[config.mk]
export PLATFORM = sky130hd
export DESIGN_NAME = queue_uart_tx
export DESIGN_NICKNAME = d
export VERILOG_FILES = /design/src/rtl/queue_uart_pkg.sv /design/src/rtl/uart_baud_gen.sv /design/src/rtl/queue_uart_tx.sv
export SDC_FILE = /design/constraint.sdc
export NUM_CORES = 1
export LEC_CHECK = 0
export ABC_CLOCK_PERIOD_IN_PS = 3030
export BUFFER_PORTS_ARGS = -buffer_cell sky130_fd_sc_hd__buf_2
export CAP_MARGIN = 20
export CORE_MARGIN = 1
export CORE_UTILIZATION = 55
export DETAILED_ROUTE_END_ITERATION = 8
export GPL_ROUTABILITY_DRIVEN = 0
export PLACE_DENSITY = 0.76
export SETUP_SLACK_MARGIN = 0.05
export SKIP_LAST_GASP = 1
export SYNTH_ARGS = -nofsm -noshare
export SYNTH_HDL_FRONTEND = slang
export SYNTH_SLANG_ARGS = --single-unit
[constraint.sdc]
create_clock -name clk -period 3.03 [get_ports clk]
set_input_delay 0.1515 -clock clk [delete_from_list [all_inputs] [get_ports clk]]
set_output_delay 0.1515 -clock clk [all_outputs]
set_load 0.005 [all_outputs]
[src/rtl/queue_uart_pkg.sv]
// Shared definitions for the queue-fed UART transmitter.
// Contents: FSM state enumeration, UART frame geometry, bytes per queue word.
package queue_uart_pkg;

  typedef enum logic [2:0] {
    ST_IDLE,
    ST_POP,
    ST_WAIT,
    ST_START,
    ST_DATA,
    ST_STOP
  } state_t;

  localparam int FRAME_BITS     = 10;              // start + 8 data + stop
  localparam int BYTES_PER_WORD = 4;
  localparam int DATA_BITS      = FRAME_BITS - 2;

endpackage

[src/rtl/uart_baud_gen.sv]
// Bit-period counter for the UART transmitter.
// Counts 0..CLKS_PER_BIT-1 and wraps; tick marks the last cycle of a bit.
// Ports:
//   clk     - system clock
//   rst     - asynchronous active-high reset
//   restart - holds the counter at 0 (asserted while outside a frame)
//   tick    - high on the final clk cycle of the current bit period
module uart_baud_gen #(
  parameter int CLKS_PER_BIT = 434
) (
  input  logic clk,
  input  logic rst,
  input  logic restart,
  output logic tick
);

  localparam logic [15:0] LAST = 16'(CLKS_PER_BIT - 1);

  logic [15:0] count;

  always_ff @(posedge clk or posedge rst) begin
    if (rst) begin
      count <= '0;
    end else if (restart || count == LAST) begin
      count <= '0;
    end else begin
      count <= count + 16'd1;
    end
  end

  assign tick = (count == LAST);

endmodule

[src/rtl/queue_uart_tx.sv]
// Pops 32-bit words from an upstream queue and serializes them on a UART
// line, most significant byte first, each byte framed 8N1 LSB first.
// Ports:
//   clk       - system clock
//   rst       - asynchronous active-high reset
//   enable    - permits starting a new word
//   q_empty   - upstream queue empty flag (only looked at in IDLE)
//   q_data    - upstream read data, valid POP_LAT edges after q_pop
//   q_pop     - one-cycle pop request
//   tx        - serial line, idle high
//   busy      - high whenever the FSM is not in IDLE
//   word_done - one-cycle pulse after the last stop bit of a word
//
// state | meaning
// IDLE  | line high, waiting for enable and a non-empty queue
// POP   | q_pop asserted for this single cycle
// WAIT  | waiting out the queue read latency, then latch q_data
// START | start bit (tx=0)
// DATA  | 8 data bits, LSB first
// STOP  | stop bit (tx=1); next byte or end of word
module queue_uart_tx
  import queue_uart_pkg::*;
#(
  parameter int CLKS_PER_BIT = 434,
  parameter int POP_LAT      = 2
) (
  input  logic        clk,
  input  logic        rst,
  input  logic        enable,
  input  logic        q_empty,
  input  logic [31:0] q_data,
  output logic        q_pop,
  output logic        tx,
  output logic        busy,
  output logic        word_done
);

  localparam logic [2:0] BIT_LAST  = 3'(DATA_BITS - 1);
  localparam logic [1:0] BYTE_LAST = 2'(BYTES_PER_WORD - 1);
  // WAIT lasts POP_LAT-1 cycles; unused when POP_LAT < 2
  localparam logic [7:0] WAIT_LAST = 8'(POP_LAT - 2);

  state_t      state, state_next;
  logic [2:0]  bit_idx, bit_next;
  logic [1:0]  byte_idx, byte_next;
  logic [31:0] shift_word, word_next;
  logic [7:0]  wait_cnt, wait_next;
  logic [7:0]  cur_byte;
  logic        tx_next;
  logic        done_next;
  logic        rst_done;
  logic        baud_tick;
  logic        baud_restart;

  // Counter runs only inside a frame; every in-frame state change happens on
  // a tick, where the counter wraps to 0 anyway, so each bit starts at 0.
  assign baud_restart = !(state == ST_START || state == ST_DATA || state == ST_STOP);

  uart_baud_gen #(
    .CLKS_PER_BIT(CLKS_PER_BIT)
  ) u_baud (
    .clk     (clk),
    .rst     (rst),
    .restart (baud_restart),
    .tick    (baud_tick)
  );

  always_comb begin
    state_next = state;
    bit_next   = bit_idx;
    byte_next  = byte_idx;
    word_next  = shift_word;
    wait_next  = wait_cnt;
    done_next  = 1'b0;

    case (state)
      ST_IDLE: begin
        // rst_done keeps the first pop off the first edge after reset release
        if (enable && !q_empty && rst_done) begin
          state_next = ST_POP;
        end
      end
      ST_POP: begin
        wait_next = '0;
        if (POP_LAT < 2) begin
          state_next = ST_START;
          word_next  = q_data;
          byte_next  = '0;
        end else begin
          state_next = ST_WAIT;
        end
      end
      ST_WAIT: begin
        if (wait_cnt == WAIT_LAST) begin
          state_next = ST_START;
          word_next  = q_data;
          byte_next  = '0;
        end else begin
          wait_next = wait_cnt + 8'd1;
        end
      end
      ST_START: begin
        if (baud_tick) begin
          state_next = ST_DATA;
          bit_next   = '0;
        end
      end
      ST_DATA: begin
        if (baud_tick) begin
          if (bit_idx == BIT_LAST) begin
            state_next = ST_STOP;
          end else begin
            bit_next = bit_idx + 3'd1;
          end
        end
      end
      ST_STOP: begin
        if (baud_tick) begin
          if (byte_idx == BYTE_LAST) begin
            state_next = ST_IDLE;
            done_next  = 1'b1;
          end else begin
            state_next = ST_START;
            byte_next  = byte_idx + 2'd1;
            word_next  = {shift_word[23:0], 8'h00};
          end
        end
      end
      default: state_next = ST_IDLE;
    endcase

    // Outputs are decoded from the next state so the registered outputs line
    // up with the state register instead of trailing it by a cycle.
    cur_byte = word_next[31:24];
    case (state_next)
      ST_START: tx_next = 1'b0;
      ST_DATA:  tx_next = cur_byte[bit_next];
      default:  tx_next = 1'b1;
    endcase
  end

  always_ff @(posedge clk or posedge rst) begin
    if (rst) begin
      state      <= ST_IDLE;
      bit_idx    <= '0;
      byte_idx   <= '0;
      shift_word <= '0;
      wait_cnt   <= '0;
      rst_done   <= 1'b0;
      tx         <= 1'b1;
      q_pop      <= 1'b0;
      busy       <= 1'b0;
      word_done  <= 1'b0;
    end else begin
      state      <= state_next;
      bit_idx    <= bit_next;
      byte_idx   <= byte_next;
      shift_word <= word_next;
      wait_cnt   <= wait_next;
      rst_done   <= 1'b1;
      tx         <= tx_next;
      q_pop      <= (state_next == ST_POP);
      busy       <= (state_next != ST_IDLE);
      word_done  <= done_next;
    end
  end

endmodule

## Word-level counts from Yosys, hierarchy flattened

Cells that the tools add are included.

- Add/subtract/negate cells: 4
- $lt $le $gt $ge: 1
- Equal/unequal tests: 15
- Multiplexer cells: 29
- Reduce and logical (&&, ||, !) cells: 14

Operators by type and width:

| cell | number |
|---|---|
| two-way mux 32 bit | 3 |
| one-hot mux 32 bit (2 select lines) | 1 |
| two-way mux 3 bit | 9 |
| one-hot mux 3 bit (6 select lines) | 1 |
| adder 16 x 1 -> 16 bit, second input constant | 1 |
| equality test 16 x 9 -> 1 bit, second input constant | 1 |
| two-way mux 16 bit | 1 |
| one-hot mux 8 bit (2 select lines) | 1 |
| equality test 3 bit, second input constant | 4 |
| equality test 3 x 2 -> 1 bit, second input constant | 3 |
| adder 8 x 1 -> 8 bit, second input constant | 1 |
| logical NOT 8 bit | 1 |
| two-way mux 2 bit | 4 |
| two-way mux 8 bit | 1 |
| inequality test 2 bit, second input constant | 4 |
| equality test 3 x 1 -> 1 bit, second input constant | 2 |
| one-hot mux 3 bit (2 select lines) | 1 |
| < comparator 3 x 4 -> 1 bit, second input constant | 1 |
| two-way mux 1 bit | 4 |
| one-hot mux 2 bit (2 select lines) | 1 |
| AND reduction 4 bit | 1 |
| nonzero test 2 bit | 2 |
| adder 3 x 1 -> 3 bit, second input constant | 1 |
| binary-select mux 1 bit (select 3 bit) | 1 |
| other kinds (9) | 13 |

- Register bits: 69
- Input port bits: 36
- Output and inout bits: 4
- Logic and storage cells: 75

## Depth between registers and ports, before layout

- Depth after elaboration: 7
- Depth in mapped cells: 12

## By module

Synthesis repeated with hierarchy kept, for this count alone.

- Cell total of the unflattened synthesis: 328
- Area total of the unflattened synthesis: 3380.7 µm²

By module, submodules not included:

| module | times used | cells each | area an instance (µm²) | seq. area each (µm²) |
|---|---|---|---|---|
| queue_uart_tx | 1 | 244 | 2557.5 | 1327.5 |
| uart_baud_gen | 1 | 84 | 823.3 | 400.4 |

## Worst setup path after synthesis

OpenSTA, ideal clock, no wires.

- Path type: register to register
- Start: register wait_cnt[0]
- End: register tx
- Arrival: 2.306 ns
- Data required time: 2.939 ns
- Slack: 0.633 ns
- Stages on the path, launching flop included: 10
- Path buffers: 0
- Cells stage by stage: dfrtp_1 > inv_1 > ha_1 > or4b_4 > nor4_4 > a21oi_2 > a221o_1 > mux2_2 > a211oi_2 > a32oi_1

- Word-level cells in the longest chain between the ends: 6
- Elaborated cells on any way between the ends: 10
- Classes of those cells: eq/ne (2); mux (7); reduce/logical (1)

RTL lines:

| item | RTL line | text |
|---|---|---|
| start: declaration | queue_uart_tx.sv:47 | `logic [7:0] wait_cnt, wait_next;` |
| start signal: assignment | queue_uart_tx.sv:159 | `wait_cnt <= wait_next;` |
| logical NOT 8 bit | queue_uart_tx.sv:94 | `if (wait_cnt == WAIT_LAST) begin` |
| two-way mux 32 bit | queue_uart_tx.sv:94 |  |
| one-hot mux 32 bit (2 select lines) | queue_uart_tx.sv:76 | `case (state)` |
| named net word_next[30] | queue_uart_tx.sv:46 | `logic [31:0] shift_word, word_next;` |
| binary-select mux 1 bit (select 3 bit) | queue_uart_tx.sv:137 | `ST_DATA: tx_next = cur_byte[bit_next];` |
| two-way mux 1 bit (not written as such) | queue_uart_tx.sv:137 |  |
| one-hot mux 1 bit (2 select lines) | queue_uart_tx.sv:135 | `case (state_next)` |
| named net tx_next | queue_uart_tx.sv:49 | `logic tx_next;` |
| end signal: assignment | queue_uart_tx.sv:161 | `tx <= tx_next;` |
| end: declaration | queue_uart_tx.sv:33 | `output logic tx,` |

The timed path passes the listed nets, and every way through them passes these cells. The select of a mux whose other input is x is not followed.
A chain may end at the register's enable or synchronous reset.

## Worst setup path in the final report

- Start: register u_baud.count[1]
- End: register tx

- Word-level cells in the longest chain between the ends: 6
- Elaborated cells on any way between the ends: 15
- Classes of those cells: eq/ne (3); mux (12)

RTL lines:

| item | RTL line | text |
|---|---|---|
| start: declaration | uart_baud_gen.sv:19 | `logic [15:0] count;` |
| start signal: assignment | uart_baud_gen.sv:27 | `count <= count + 16'd1;` |
| equality test 16 x 9 -> 1 bit * | uart_baud_gen.sv:31 | `assign tick = (count == LAST);` |
| two-way mux 3 bit (on tied branches) | queue_uart_tx.sv:109, queue_uart_tx.sv:103 |  |
| one-hot mux 3 bit (2 select lines) * | queue_uart_tx.sv:76 |  |
| named net bit_next[0] | queue_uart_tx.sv:44 | `logic [2:0] bit_idx, bit_next;` |
| binary-select mux 1 bit (select 3 bit) * | queue_uart_tx.sv:137 |  |
| two-way mux 1 bit (not written as such) * | queue_uart_tx.sv:137 |  |
| one-hot mux 1 bit (2 select lines) * | queue_uart_tx.sv:135 |  |
| named net tx_next | queue_uart_tx.sv:49 |  |

The timed path passes the listed nets; every way through them passes the cells marked *. The select of a mux whose other input is x is not followed.

==> results.toml <==
[run_status]
status = "complete, no violations"

[critical_path]
maximum_net_fanout_on_the_critical_path = 7
critPathArrivalTime_ns = 2.98
r2r-start = "u_baud.count[1]"
critPathLaunch = "u_baud.count[1]"
critical_path.endpoint_type = "flip-flop"
cp_cell_sequence = "inv_1, ha_1, nor4b_1, and4_1, nand4_1, o21ai_0, nand2_1, o22a_1, a32oi_1"
timing.setup.critical_path_class = "reg -> reg"
start_kind = "flip-flop"
timing.critical_path.slowest_stage_cell = "o21ai_0"
max_stage_delay_ns = 0.57
timing.critical_path.required_ns = 3.30

[clocking]
cts.root.buffer_cell = "clkbuf_8"
clock_sink_count = 69
cts_max_level = 3
number_of_buffers_added_by_the_clock_tree_synthesis_step = 9
clk_latency_ns = 0.35
clkSlewWorstSetupHoldPaths_ns = 0.08
cts_max_path_buffers = 2
post_cts.resized_instances = 0
tritoncts = "built"

[synthesis]
seq_area_frac_synth = 0.531
syn-num-nets = 373
edff_count_synth = 0
yosysTopAreaCell = "dfrtp_1"
ys_ff_latch = 69
yosys_warnings = 0
most_used_flip_flop_cell_after_synthesis = "dfrtp_1"
yosysTopAreaCellShare = 0.523
synth_area_per_cell_um2 = 9.83
synth_top_cells_by_area = "dfrtp_1, nand2_1, a22oi_1"
yosys.cell_count.top_type = "dfrtp_1"
post_synth_num_cell_types = 51
syn_inst = 331
asyncSetResetFlopFracSynth = 1.00
yosys-top-cells-count = "dfrtp_1, nand2_1, nor2_1"
netlist_area_um2 = 3250

[grt]
global_route_wire_length_before_repair_um = 11200
antenna_found_initial = 0
grt_util_all_layers = 0.232
grt_overflow_total = 0
first_global_vias = 2566
grt_start_max_net_pins = 43

[routing]
drt-vias-per-instance = 5.62
totalWireLength_um = 6520
detail_route.drc_violations = 0
route.detailed.wl_per_inst_um = 14.3
dr.first_iter.drc_count = 157
drtAntennaViolNets = 0
vias = 2567
drt-pass1-iter-count = 5

[final_layout]
syn_to_final_growth_pct = 18.3
end_of_flow_core_utilization = 0.686
antenna_cells_inserted = 0
design.final.nets = 422
fraction_of_layout_instances_using_a_drive_strength_above_1 = 0.190
finalNonFillerCells = 457
fillers = 476

[timing]
timing.final.setup_violations = 0
worst_clock_skew_ns = 0.00814
max_freq_mhz = 369
slew_headroom = 0.328
post-route-worst-setup-slack_ns = 0.318
final.min_clock_period_ns = 2.71
post-route-period-util = 0.895
timing.setup.tns_ns = 0
setup_repair_after_global_routing_missed_its_margin = "false"
hold_violations = 0
tightest_slew_ns = 1.01
report.final.slew_viol_count = 0

[placement]
detailedPlacementHpwl_um = 4450
placement.io_buffers = 39
placed_cells_incl_taps = 433
dp_slack_ns = 0.323

[die]
die_area_um2 = 6230
fp-row-count = 27
die_w_um = 78.9
initial_core_util = 0.580
floorplan.io_pins = 40
placeableCoreArea_um2 = 5610
die_y_um = 78.9

[power_and_ir_drop]
vdd_ir_drop_max_mv = 0.447
powerDensity_nw_per_um2 = 779
leakage_power_summed_over_all_cells_nw = 1.86

[hold_path]
min-delay-start = "q_data[4]"
holdCritPathClass = "in -> reg"

[job]
timing.max_cap.violations = 0
==> where the power goes <==
part / leakage [nW] / internal [mW] / switching [mW] / total, mW
clock: 0.116 / 0.550 / 0.366 / 0.916
sequential: 0.879 / 1.19 / 0.159 / 1.35
combinational: 0.868 / 0.320 / 0.410 / 0.731
==> metal layers <==
metal,share of wire,vias to the layer above,track usage
met4,0.032,0,0.136
li1,-,1247,-
met3,0.044,18,0.0402
met2,0.46,76,0.360
met5,0,-,0
met1,0.47,1226,0.308
==> cells by family after synthesis <==
logic type / after synthesis / share of synthesized area
AOI/OAI and AO/OA: 63 / 0.136
xor gates and xnor gates: 17 / 0.0458
adders and majority gates: 6 / 0.0231
buffers and inverters: 24 / 0.0288
DFF: 69 / 0.531
muxes: 4 / 0.0131
other: 1 / 0.00115
and+or+nand+nor: 147 / 0.221
==> final timing paths <==
path	to	slack [ns]	depth (start not counted)
worst max-delay path	tx	0.32	9
worst min-delay path	shift_word[4]	0.01	3
worst max register to register	tx	0.32	9
worst min register to register	shift_word[11]	0.48	2
max in group asynchronous	shift_word[2]	1.82	4
min in group asynchronous	u_baud.count[7]	0.50	3
==> flip-flops by register name, summed over array words and instances (netlist names) <==
name,flops
shift_word,32
u_baud.count,16
bit_idx,3
busy,1
byte_idx,2
state,3
rst_done,1
wait_cnt,8
q_pop,1
tx,1
word_done,1
==> worst max-delay path, delay by kind of cell, from the launching register on <==
| family | cells | cell delay, ns |
|---|---|---|
| fa+ha+maj | 1 | 0.15 |
| compound gates | 3 | 0.99 |
| simple gates | 4 | 1.04 |
| flops | 1 | 0.39 |
| buf+inv | 1 | 0.06 |
==> per-stage QoR <==
stage	area, um^2	total power [mW]	hold WS (ns)
after floorplan	3250	1.90	0.230
after global placement	3520	2.06	0.332
after detailed placement	3520	2.09	0.337
after CTS	3840	3.01	0.00493
after global routing	3850	3.19	0.0339
final	3850	3.00	0.0100
==> area by class of cell <==
cell class	instances	area, um^2	area share
clock inverters	7	123	0.0319
well taps	72	90.1	0.0234
repair buffers	53	318	0.0826
flip-flops and latches	69	1730	0.449
multi-input cells	238	1430	0.372
inverters	9	33.8	0.00878
clock buffers	9	124	0.0322
==> placed cells by master, fill, tap and decap left out, types with 2 or more instances in the layout <==
| cell type | n |
|---|---|
| ha_1 | 6 |
| nand3_1 | 7 |
| buf_4 | 7 |
| nand4_1 | 5 |
| o21ai_0 | 18 |
| a221o_1 | 5 |
| nor3_1 | 3 |
| clkbuf_8 | 9 |
| dlygate4sd3_1 | 7 |
| a21o_1 | 2 |
| xnor2_1 | 6 |
| mux2i_1 | 2 |
| and3_1 | 6 |
| nor2_1 | 29 |
| nor3b_1 | 2 |
| or3_1 | 5 |
| a21oi_1 | 6 |
| mux2_2 | 2 |
| and2_1 | 6 |
| clkinvlp_4 | 2 |
| inv_1 | 8 |
| dfrtp_1 | 68 |
| bufinv_16 | 3 |
| and4_1 | 3 |
| a32o_1 | 2 |
| a22oi_1 | 18 |
| xor2_1 | 11 |
| buf_2 | 39 |
| nand2b_1 | 3 |
| a31oi_1 | 2 |
| nand2_1 | 67 |
==> repair_timing <==
| action | 4_1_cts | 5_1_grt |
|---|---|---|
| hold buffers | 7 | 0 |
| buffers inserted | 0 | 0 |
| hold endpoints to repair | 41 | 0 |
(Power assumes the default switching activity.)
